`src/rtl/uart_frame_parser.sv`:
```
// Frame parser behind the UART receiver: sync hunt, length-prefixed payload capture,
// additive checksum check, then valid/ready release of the buffered payload.
module uart_frame_parser #(
    parameter int unsigned MAX_LEN      = 16,
    parameter logic [7:0]  SYNC_BYTE    = 8'hA5,
    parameter int unsigned TIMEOUT_CLKS = 8700
) (
    input  logic       clk,
    input  logic       rst_n,
    input  logic       i_Rx_DV,
    input  logic [7:0] i_Rx_Byte,
    output logic [7:0] o_data,
    output logic       o_valid,
    input  logic       i_ready,
    output logic       o_last,
    output logic       o_frame_ok,
    output logic       o_err_chk,
    output logic       o_err_len,
    output logic       o_err_timeout,
    output logic       o_overrun,
    output logic       o_busy
);

    localparam int unsigned IW = $clog2(MAX_LEN + 1);
    localparam int unsigned AW = (MAX_LEN > 1) ? $clog2(MAX_LEN) : 1;
    localparam int unsigned TW = $clog2(TIMEOUT_CLKS);
    localparam logic [7:0]    LEN_MAX_B = 8'(MAX_LEN);
    // Counter lags the strobe by one cycle and the pulse is registered, so firing at
    // this value lands o_err_timeout TIMEOUT_CLKS-1 cycles after the last strobe.
    localparam logic [TW-1:0] TO_LAST   = TW'(TIMEOUT_CLKS - 3);

    typedef enum logic [2:0] {
        S_IDLE,
        S_LEN,
        S_PAYLOAD,
        S_CHK,
        S_DRAIN
    } state_t;

    state_t        state_q, state_d;
    logic [IW-1:0] len_q, len_d;
    logic [IW-1:0] idx_q, idx_d;
    logic [7:0]    acc_q, acc_d;
    logic [TW-1:0] to_q, to_d;
    logic [7:0]    buf_q [MAX_LEN];
    logic          wr_en;

    logic [7:0] data_d;
    logic       valid_d, last_d, busy_d;
    logic       ok_d, chk_d, elen_d, eto_d, ovr_d;

    // Next-state, datapath and output decode
    always_comb begin
        state_d = state_q;
        len_d   = len_q;
        idx_d   = idx_q;
        acc_d   = acc_q;
        to_d    = to_q;
        wr_en   = 1'b0;
        ok_d    = 1'b0;
        chk_d   = 1'b0;
        elen_d  = 1'b0;
        eto_d   = 1'b0;
        ovr_d   = 1'b0;

        case (state_q)
            S_IDLE: begin
                if (i_Rx_DV && i_Rx_Byte == SYNC_BYTE) begin
                    state_d = S_LEN;
                end
            end
            S_LEN: begin
                if (i_Rx_DV) begin
                    if (i_Rx_Byte != 8'd0 && i_Rx_Byte <= LEN_MAX_B) begin
                        len_d   = IW'(i_Rx_Byte);
                        acc_d   = i_Rx_Byte;
                        idx_d   = '0;
                        state_d = S_PAYLOAD;
                    end else begin
                        elen_d  = 1'b1;
                        state_d = S_IDLE;
                    end
                end
            end
            S_PAYLOAD: begin
                if (i_Rx_DV) begin
                    wr_en = 1'b1;
                    acc_d = acc_q + i_Rx_Byte;
                    idx_d = idx_q + IW'(1);
                    if (idx_d == len_q) begin
                        state_d = S_CHK;
                    end
                end
            end
            S_CHK: begin
                if (i_Rx_DV) begin
                    if (i_Rx_Byte == acc_q) begin
                        ok_d    = 1'b1;
                        idx_d   = '0;
                        state_d = S_DRAIN;
                    end else begin
                        chk_d   = 1'b1;
                        state_d = S_IDLE;
                    end
                end
            end
            S_DRAIN: begin
                ovr_d = i_Rx_DV;
                if (i_ready) begin
                    if (idx_q == len_q - IW'(1)) begin
                        state_d = S_IDLE;
                    end else begin
                        idx_d = idx_q + IW'(1);
                    end
                end
            end
            default: state_d = S_IDLE;
        endcase

        // Inter-byte timeout only while a frame is being received
        if (state_q == S_LEN || state_q == S_PAYLOAD || state_q == S_CHK) begin
            if (i_Rx_DV) begin
                to_d = '0;
            end else if (to_q == TO_LAST) begin
                eto_d   = 1'b1;
                to_d    = '0;
                state_d = S_IDLE;
            end else begin
                to_d = to_q + TW'(1);
            end
        end else begin
            to_d = '0;
        end

        valid_d = (state_d == S_DRAIN);
        last_d  = valid_d && (idx_d == len_d - IW'(1));
        data_d  = valid_d ? buf_q[idx_d[AW-1:0]] : 8'd0;
        busy_d  = (state_d != S_IDLE);
    end

    // State, counters and registered outputs
    always_ff @(posedge clk or negedge rst_n) begin
        if (!rst_n) begin
            state_q       <= S_IDLE;
            len_q         <= '0;
            idx_q         <= '0;
            acc_q         <= '0;
            to_q          <= '0;
            o_data        <= '0;
            o_valid       <= 1'b0;
            o_last        <= 1'b0;
            o_frame_ok    <= 1'b0;
            o_err_chk     <= 1'b0;
            o_err_len     <= 1'b0;
            o_err_timeout <= 1'b0;
            o_overrun     <= 1'b0;
            o_busy        <= 1'b0;
        end else begin
            state_q       <= state_d;
            len_q         <= len_d;
            idx_q         <= idx_d;
            acc_q         <= acc_d;
            to_q          <= to_d;
            o_data        <= data_d;
            o_valid       <= valid_d;
            o_last        <= last_d;
            o_frame_ok    <= ok_d;
            o_err_chk     <= chk_d;
            o_err_len     <= elen_d;
            o_err_timeout <= eto_d;
            o_overrun     <= ovr_d;
            o_busy        <= busy_d;
        end
    end

    // Payload buffer; contents are don't-care after reset
    always_ff @(posedge clk) begin
        if (wr_en) begin
            buf_q[idx_q[AW-1:0]] <= i_Rx_Byte;
        end
    end

endmodule

```
`config.mk`:
```
export PLATFORM = sky130hd
export DESIGN_NAME = uart_frame_parser
export DESIGN_NICKNAME = d
export VERILOG_FILES = /design/src/rtl/uart_frame_parser.sv
export SDC_FILE = /design/constraint.sdc
export NUM_CORES = 1
export LEC_CHECK = 0
export CAP_MARGIN = 20
export CORE_UTILIZATION = 40
export DETAILED_ROUTE_END_ITERATION = 6
export HOLD_SLACK_MARGIN = 0.1
export SLEW_MARGIN = 20
export SYNTH_ARGS = -nofsm -noshare
export SYNTH_HDL_FRONTEND = slang
export SYNTH_SLANG_ARGS = --single-unit
```
`constraint.sdc`:
```
create_clock -name clk -period 3.4 [get_ports clk]
set_input_delay 0.34 -clock clk [delete_from_list [all_inputs] [get_ports clk]]
set_output_delay 0.34 -clock clk [all_outputs]
set_load 0.05 [all_outputs]
```
==> results of run 1 <==
## where the power goes
part / internal [mW] / switching, mW / total [mW]
Clock: 1.06 / 0.900 / 1.96
Combinational: 0.738 / 0.738 / 1.48
Sequential: 2.41 / 0.0754 / 2.49
## timing repair
item                                    4_1_cts  5_1_grt
hold buffers                                  1        0
endpoints found under the setup margin        0        0
endpoints found under the hold margin        27        0
## final cells by class
type	instances	area (um^2)
Fill cell	1683	9830
Sequential cell	179	5120
Multi-Input combinational cell	350	2690
Timing Repair Buffer	100	953
Clock buffer	20	447
Tap cell	265	332
Clock inverter	12	138
Inverter	21	78.8
## path summary, 6_finish.rpt
kind,start,cells after the start,endpoint,slack (ns)
min in group asynchronous,rst_n,2,o_err_chk$_DFF_PN0_,0.51
hold / removal,acc_q[0]$_DFFE_PN0P_,2,acc_q[0]$_DFFE_PN0P_,0.49
max in group asynchronous,rst_n,3,len_q[3]$_DFF_PN0_,2.08
setup / recovery,i_Rx_Byte[0],14,o_data[0]$_DFF_PN0_,0.23
setup reg to reg,acc_q[0]$_DFFE_PN0P_,13,o_data[0]$_DFF_PN0_,0.30
hold reg to reg,acc_q[0]$_DFFE_PN0P_,2,acc_q[0]$_DFFE_PN0P_,0.49
## cells by family after synthesis
family | count (synthesis) | synth area share
xor+xnor | 34 | 0.0371
buf+inv | 43 | 0.0270
flops | 179 | 0.638
compound gates | 93 | 0.0920
mux | 75 | 0.0939
simple gates | 132 | 0.0856
fa+ha+maj | 16 | 0.0259
## registers in the layout (all words and copies together), names as in the netlist
name,flops
to_q,14
o_data,8
o_err_timeout,1
o_err_chk,1
o_busy,1
acc_q,8
o_overrun,1
state_q,3
idx_q,5
o_err_len,1
o_frame_ok,1
o_valid,1
buf_q,128
o_last,1
len_q,5
## Yosys cell counts, drive strengths merged (2+ instances only)
master,number
buf,16
clkbuf,6
nand4,2
nor3b,2
nor4b,3
dfrtp,51
and3,4
edfxtp,128
a211oi,2
nor4,3
o211a,2
a221o,14
xor2,19
nor3,11
o21bai,3
xnor2,15
a21oi,15
inv,21
a22oi,2
o211ai,2
nor2,42
o22ai,10
or2,6
or3,3
o21ai,16
mux2,2
nand3,12
nand2b,7
ha,15
nand2,28
mux2i,73
a21o,2
a22o,15
a221oi,2
## layer usage
layer	global-route usage	share of wire	vias up
met3	0.0380	0.053	23
met2	0.323	0.47	154
li1	-	-	2343
met1	0.275	0.46	2533
met5	0	0	-
met4	0.0694	0.017	0
## worst register-to-register path: stages (launching register included)
cell,delay (ns)
dfrtp_1,0.38
ha_1,0.31
nor4_2,0.35
a21oi_1,0.13
a211oi_2,0.26
o21ai_2,0.14
or2_1,0.26
o22ai_4,0.15
buf_12,0.19
buf_12,0.13
buf_4,0.17
mux2i_1,0.22
a22o_1,0.22
o22ai_1,0.09
## stage by stage
stage	cell area, um^2	util
6_report	9760	0.498
3_3_place_gp	9170	0.468
3_5_place_dp	9170	0.468
5_1_grt	9760	0.498
4_1_cts	9760	0.498
2_1_floorplan	8020	-
==> metrics.yaml, run 1 <==
cts:
  clock_sinks: 179
  clkTransAtPathRegs_ns: 0.07
  clk_path_buf_depth: 2
  clk_latency_ns: 0.43
  clk_root_buffer_cell: "clkbuf_16"
  ctsResizeCount: 0
  cts_setup_buffers: 0
  htreeDepth: 4
  cts_tree: "built"
  numCtsBuffers: 17
timing:
  period_share: 0.933
  setup_ws_ns: 0.228
  drv_slew: 0
  fmax_mhz: 315
  tightest_slew_ns: 0.804
  tns_ns: 0
  min_period_ns: 3.17
  hold_slack_ns: 0.494
  rsz0062_at_grt: "false"
  hold_viol: 0
  setup_viol: 0
  fin_skew_ns: 0.0102
  maxSlewHeadroom: 0.462
die:
  core_um2: 19600
  die_width_um: 144
  die-area_um2: 20600
  io_pins: 28
  die_h_um: 144
  rows: 51
  start_util: 0.409
power:
  total_leakage_power_nw: 3.98
  vdd_ir_drop_max_uv: 369
  powerDensity_nw_per_um2: 607
  power_mw: 5.92
route:
  wirelength_um: 18900
  first_pass_iters: 5
  num_vias: 5053
  antenna_left: 0
  drt_iter0_markers: 402
  via_per_inst: 5.34
  routedWlPerCell_um: 20.0
  drc: 0
synthesis:
  synth_seq_cells: 179
  syn-num-nets: 600
  netlist_area_um2: 8020
  seq_area_frac_synth: 0.638
  yosys_warnings: 0
  synth.area.top_cells: "edfxtp_1 48%, dfrtp_1 16%, mux2i_1 9.1%, ha_1 2.3%, xor2_1 2.1%"
  synth_cells: 572
  async_flop_share: 0.285
  synth_edf_count: 128
  yosysTopAreaCell: "edfxtp_1"
  postSynthAreaPerCell_um2: 14.0
  synth_flop_cell: "edfxtp_1"
  synth_cell_types: 69
  synth_top_cell_area_share: 0.479
place:
  hpwlAfterDp_um: 13300
  place_ws_ns: -0.218
  dp.cells: 914
  place_congestion: 0.864
  port_buffers: 27
worst_setup_path:
  cp_slowest_stage_delay_ns: 0.48
  slowest_stage: "clkdlybuf4s50_1"
  cp_num_buf_inv: 4
  worstPathRequired_ns: 3.72
  path_cells: "clkdlybuf4s50_1 -> ha_1 -> nor4_2 -> a21oi_1 -> a211oi_2 -> o21ai_2 -> or2_1 -> o22ai_4 -> buf_12 -> buf_12 -> buf_4 -> mux2i_1 -> a22o_1 -> o22ai_1"
  start_kind: "input pin"
  crit_family: "compound AO/OA/AOI/OAI gates"
  cp.arrival_ns: 3.50
  critPathKind: "in -> reg"
  crit_top_cell: "buf_12"
  endpoint_kind: "flop"
  path_max_fanout: 13
finish:
  drive_above_1_share: 0.182
  antenna_cells: 0
  stdcell_count: 947
  final_cell_mix: "128 x edfxtp_1, 73 x mux2i_1, 61 x buf_4"
  final_nets: 697
  final_common_cell: "edfxtp_1"
  syn_to_final_growth_pct: 21.7
status:
  status: "complete, no violations"
global_route:
  antenna_found_initial: 0
  grt.total_usage: 0.202
  grt_pass1_vias: 5267
  grt_pass1_wl_um: 30000
  grt-ovfl-total: 0
  grt_max_degree: 29
min_path:
  hold_class: "reg -> reg"
flow_run:
  cap_violations: 0
No activity file was read; power rests on OpenSTA's default activity.
==> inputs of run 2 (changes only) <==
--- a/config.mk
+++ b/config.mk
@@ -7,6 +7,7 @@
 export LEC_CHECK = 0
 export CAP_MARGIN = 20
 export CORE_UTILIZATION = 40
+export CTS_BUF_LIST = sky130_fd_sc_hd__clkbuf_8
 export DETAILED_ROUTE_END_ITERATION = 6
 export HOLD_SLACK_MARGIN = 0.1
 export SLEW_MARGIN = 20
==> metrics.yaml, run 2 (synthesis gave the netlist of run 1 again) <==
place:
  port_buffers: 27
  place_ws_ns: -0.218
  hpwlAfterDp_um: 13300
  place_congestion: 0.864
die:
  die-area_um2: 20600
  start_util: 0.409
  rows: 51
  core_um2: 19600
  io_pins: 28
  die_width_um: 144
  die_h_um: 144
timing:
  drv_slew: 0
  tightest_slew_ns: 0.789
  hold_viol: 0
  setup_ws_ns: 0.247
  min_period_ns: 3.15
  period_share: 0.927
  fin_skew_ns: 0.0185
  setup_viol: 0
  rsz0062_at_grt: "false"
  hold_slack_ns: 0.484
  maxSlewHeadroom: 0.472
  fmax_mhz: 317
  tns_ns: 0
power:
  powerDensity_nw_per_um2: 567
  power_mw: 5.42
  total_leakage_power_nw: 3.90
  vdd_ir_drop_max_uv: 305
finish:
  syn_to_final_growth_pct: 19.3
  largest_register_ff_count: 128
  antenna_cells: 0
  final_cell_mix: "128 x edfxtp_1, 73 x mux2i_1, 61 x buf_4"
  drive_above_1_share: 0.182
  final_nets: 697
  final_common_cell: "edfxtp_1"
  num-fill-cells: 1702
  fin_util: 0.488
route:
  num_vias: 5029
  via_per_inst: 5.31
  routedWlPerCell_um: 20.0
  drc: 0
  wirelength_um: 18900
  first_pass_iters: 5
  drt_iter0_markers: 391
  antenna_left: 0
worst_setup_path:
  slowest_stage: "clkdlybuf4s50_1"
  path_cells: "clkdlybuf4s50_1 -> buf_4 -> nor4_2 -> mux2i_1 -> nand2b_1 -> o21ai_2 -> o211ai_1 -> or2_4 -> inv_2 -> o22ai_4 -> buf_4 -> buf_12 -> a22o_1 -> o22ai_1"
  cp.arrival_ns: 3.54
  crit_top_cell: "buf_4"
  start_kind: "input pin"
  critPathKind: "in -> reg"
  cp_num_buf_inv: 5
  cp_slowest_stage_delay_ns: 0.48
  path_max_fanout: 6
  crit_family: "buffers and inverters"
  endpoint_kind: "flop"
  worstPathRequired_ns: 3.79
cts:
  clk_path_buf_depth: 2
  clkTransAtPathRegs_ns: 0.11
  ctsResizeCount: 0
  numCtsBuffers: 17
  clock_sinks: 179
  clk_latency_ns: 0.46
  cts_setup_buffers: 0
  cts_tree: "built"
  htreeDepth: 4
  hold_buffers: 1
  clk_root_buffer_cell: "clkbuf_8"
status:
  status: "complete, no violations"
global_route:
  grt_pass1_wl_um: 29900
  grt_max_degree: 29
  grt_pass1_vias: 5240
  grt.total_usage: 0.201
  antenna_found_initial: 0
  grt-ovfl-total: 0
flow_run:
  cap_violations: 0
min_path:
  hold_class: "in -> async"
run 2: through the flow:
step	instance area, um^2	cells
finish	9570	947
floorplan	8020	572
detailed placement	9170	914
global placement	9170	914
CTS	9570	947
global route	9570	947
run 2: final cells by class:
type,instances,area [um^2],area share
multi-input combinational,350,2690,0.281
inverter,21,78.8,0.00824
tap,265,332,0.0347
clock inverter,14,145,0.0152
sequential,179,5120,0.535
timing repair buffer,100,953,0.0996
clock buffer,18,248,0.0259
run 2: where the power goes:
| group | internal (mW) | switching [mW] | leakage, nW |
|---|---|---|---|
| registers | 2.41 | 0.0752 | 1.84 |
| clock network | 0.624 | 0.837 | 0.198 |
| logic | 0.738 | 0.735 | 1.86 |
run 2: path summary, 6_finish.rpt:
check                                           from                    to  slack [ns]  cells after the start
worst min-delay path                           rst_n   o_data[4]$_DFF_PN0_        0.48                      2
worst max-delay path                    i_Rx_Byte[0]   o_data[1]$_DFF_PN0_        0.25                     14
min in group clk                acc_q[0]$_DFFE_PN0P_  acc_q[0]$_DFFE_PN0P_        0.50                      2
max in group asynchronous                      rst_n    len_q[4]$_DFF_PN0_        2.10                      3
worst min register to register  acc_q[0]$_DFFE_PN0P_  acc_q[0]$_DFFE_PN0P_        0.50                      2
worst max register to register  acc_q[0]$_DFFE_PN0P_   o_data[1]$_DFF_PN0_        0.30                     13
run 2: worst register-to-register path, stage by stage (launching register included):
cell and delay [ns]:
dfrtp_1 0.39, ha_1 0.31, nor4_2 0.36, a21oi_1 0.13, a211oi_2 0.26, o21ai_2 0.14, nor3_1 0.28, or2_4 0.22
inv_2 0.06, o22ai_4 0.28, buf_4 0.22, buf_12 0.12, a22o_1 0.16, o22ai_1 0.07
run 2: metal layers:
metal | GRT usage | vias to the layer above | wire [um]
met3 | 0.0423 | 28 | 1140
met5 | 0 | - | 0
met4 | 0.0666 | 0 | 372
li1 | - | 2341 | -
met2 | 0.319 | 163 | 8720
met1 | 0.274 | 2497 | 8660
==> inputs of run 3 (changes only) <==
--- a/config.mk
+++ b/config.mk
@@ -5,6 +5,7 @@
 export SDC_FILE = /design/constraint.sdc
 export NUM_CORES = 1
 export LEC_CHECK = 0
+export ABC_AREA = 1
 export CAP_MARGIN = 20
 export CORE_UTILIZATION = 40
 export CTS_BUF_LIST = sky130_fd_sc_hd__clkbuf_8
==> metrics.yaml, run 3 <==
status:
  status: "complete, no violations"
synthesis:
  synth_cell_types: 41
  synth_edf_count: 128
  synth_flop_cell: "edfxtp_1"
  yosysTopAreaCell: "edfxtp_1"
  async_flop_share: 0.285
  synth_common_cells: "177 x nand2_1, 156 x nand3_1, 128 x edfxtp_1"
  postSynthAreaPerCell_um2: 10.1
  syn-num-nets: 859
  yosysMostFrequentCell: "nand2_1"
  synth_seq_cells: 179
  netlist_area_um2: 8350
  synth_cells: 831
  yosys_warnings: 0
  synth.area.top_cells: "edfxtp_1 46%, dfrtp_1 15%, nand3_1 9.3%, nand2_1 8.0%, nor2_1 3.2%"
  synth_top_cell_area_share: 0.460
  seq_area_frac_synth: 0.613
timing:
  fmax_mhz: 344
  fin_skew_ns: 0.0153
  hold_slack_ns: 0.502
  period_share: 0.855
  min_period_ns: 2.91
  drv_slew: 0
  tightest_slew_ns: 0.887
  maxSlewHeadroom: 0.409
  hold_viol: 0
  tns_ns: 0
  rsz0062_at_grt: "false"
  setup_viol: 0
min_path:
  hold_start: "to_q[0]$_DFF_PN0_"
  hold_class: "reg -> reg"
cts:
  clk_root_buffer_cell: "clkbuf_8"
  clk_path_buf_depth: 2
  hold_buffers: 1
  clock_sinks: 179
  clkTransAtPathRegs_ns: 0.10
  cts_tree: "built"
  numCtsBuffers: 17
  cts_setup_buffers: 0
  clk_latency_ns: 0.47
  htreeDepth: 4
  ctsResizeCount: 0
route:
  drt_iter0_markers: 470
  routedWlPerCell_um: 17.9
  first_pass_iters: 5
  num_vias: 6048
  antenna_left: 0
  drc: 0
  via_per_inst: 5.19
  wirelength_um: 20900
finish:
  fin_util: 0.465
  final_nets: 911
  final_common_cell: "nand2_1"
  num-fill-cells: 1921
  drive_above_1_share: 0.0993
  final_cell_mix: "177 x nand2_1, 156 x nand3_1, 128 x edfxtp_1"
  register_area_um2: 5120
  stdcell_count: 1166
  syn_to_final_growth_pct: 13.4
  largest_register_ff_count: 128
  antenna_cells: 0
  multi_input_area_um2: 2770
power:
  intPower_mw: 3.87
  vdd_ir_drop_max_uv: 284
  seqPwrFrac: 0.417
  total_leakage_power_nw: 3.74
  swShare: 0.374
  power.switching_mw: 2.31
  powerDensity_nw_per_um2: 652
  comb_power_share: 0.338
  power_mw: 6.17
  pwr-share-clk: 0.244
worst_setup_path:
  reg2reg_depth: 13
  crit_path_end: "o_data[6]$_DFF_PN0_"
  endpoint_kind: "flop"
  cp_slowest_stage_delay_ns: 0.43
  start_kind: "flop"
  worstPathRequired_ns: 3.74
  cp.arrival_ns: 3.25
  crit_top_cell: "nand3_1"
  r2r-end: "o_data[6]$_DFF_PN0_"
  path_max_fanout: 40
  critPathKind: "reg -> reg"
  startpoint: "state_q[2]$_DFF_PN0_"
  r2r_setup_slack_ns: 0.49
  path_cells: "inv_1 -> nand3_1 -> nor2_4 -> inv_2 -> nand2_1 -> nand3_4 -> nand2_4 -> buf_4 -> nand2_1 -> nand3_1 -> nand3_1 -> nand3_1 -> a21oi_1"
  r2r_start: "state_q[2]$_DFF_PN0_"
  slowest_stage: "dfrtp_1"
place:
  dp.cells: 1133
  place_congestion: 0.811
  hpwlAfterDp_um: 13400
  port_buffers: 27
global_route:
  grt_pass1_vias: 5841
  grt-ovfl-total: 0
  grt.total_usage: 0.206
  antenna_found_initial: 0
  grt_pass1_wl_um: 32900
  grt_max_degree: 44
flow_run:
  cap_violations: 0
die:
  start_util: 0.410
  rows: 52
  core_um2: 20400
  die-area_um2: 21500
  die_width_um: 146
  io_pins: 28
  die_h_um: 146
## run 3: cell types whose count changed in the layout (fill, tap and decap cells not counted), sizes merged, moves of 14 or more
| cell | delta |
|---|---|
| a21oi | +17 |
| a221o | -14 |
| a22o | -15 |
| buf | -35 |
| inv | +50 |
| mux2i | -73 |
| nand2 | +156 |
| nand3 | +145 |
| nor2 | +33 |
## run 3: how the worst min path moves through the flow
stage | cells past startpoint | to | slack, ns
finish | 1 | to_q[0]$_DFF_PN0_ | 0.50
detailed placement | 1 | to_q[0]$_DFF_PN0_ | 0.49
CTS | 1 | to_q[0]$_DFF_PN0_ | 0.50
global placement | 1 | to_q[0]$_DFF_PN0_ | 0.48
floorplan | 0 | acc_q[0]$_DFFE_PN0P_ | 0.04
global route | 1 | to_q[0]$_DFF_PN0_ | 0.53
## run 3: area by class of cell
| cell class | count | share of cell area |
|---|---|---|
| Clock buffer | 17 | 0.0247 |
| Tap cell | 270 | 0.0357 |
| Multi-Input combinational cell | 547 | 0.292 |
| Inverter | 73 | 0.0289 |
| Timing Repair Buffer | 65 | 0.0597 |
| Clock inverter | 15 | 0.0185 |
| Sequential cell | 179 | 0.540 |
## run 3: logic make-up (layout without fill, tap and decap cells)
logic type,after synthesis,count (layout),synth area share
simple gates,447,447,0.240
fa+ha+maj,16,16,0.0249
buf+inv,105,170,0.0556
flops,179,179,0.613
compound gates,65,65,0.0464
xor+xnor,19,19,0.0199
## run 3: metrics by stage
stage	cell area, um^2	worst slack (ns)
after global placement	9050	0.0966
after floorplan	8350	1.03
after global routing	9470	0.224
after detailed placement	9050	0.0700
final	9470	0.491
after CTS	9470	0.475
## run 3: layer usage
| metal | wire (um) | vias up | global-route usage |
|---|---|---|---|
| li1 | - | 2939 | - |
| met1 | 9570 | 2917 | 0.281 |
| met2 | 9820 | 170 | 0.329 |
| met3 | 1120 | 22 | 0.0463 |
| met4 | 334 | 0 | 0.0573 |
| met5 | 0 | - | 0 |
## run 3: power groups by stage
stage	Clock [mW]	Sequential (mW)	Combinational, mW
floorplan	0	2.61	1.54
global placement	0	2.63	2.08
detailed placement	0	2.63	2.09
CTS	1.53	2.58	2.10
global route	1.62	2.59	2.34
finish	1.51	2.58	2.09
## run 3: critical path, delay by kind of cell, from the launching register on
kind | cells | cell delay [ns]
flops | 1 | 0.43
buf+inv | 3 | 0.60
simple gates | 9 | 1.65
compound gates | 1 | 0.09
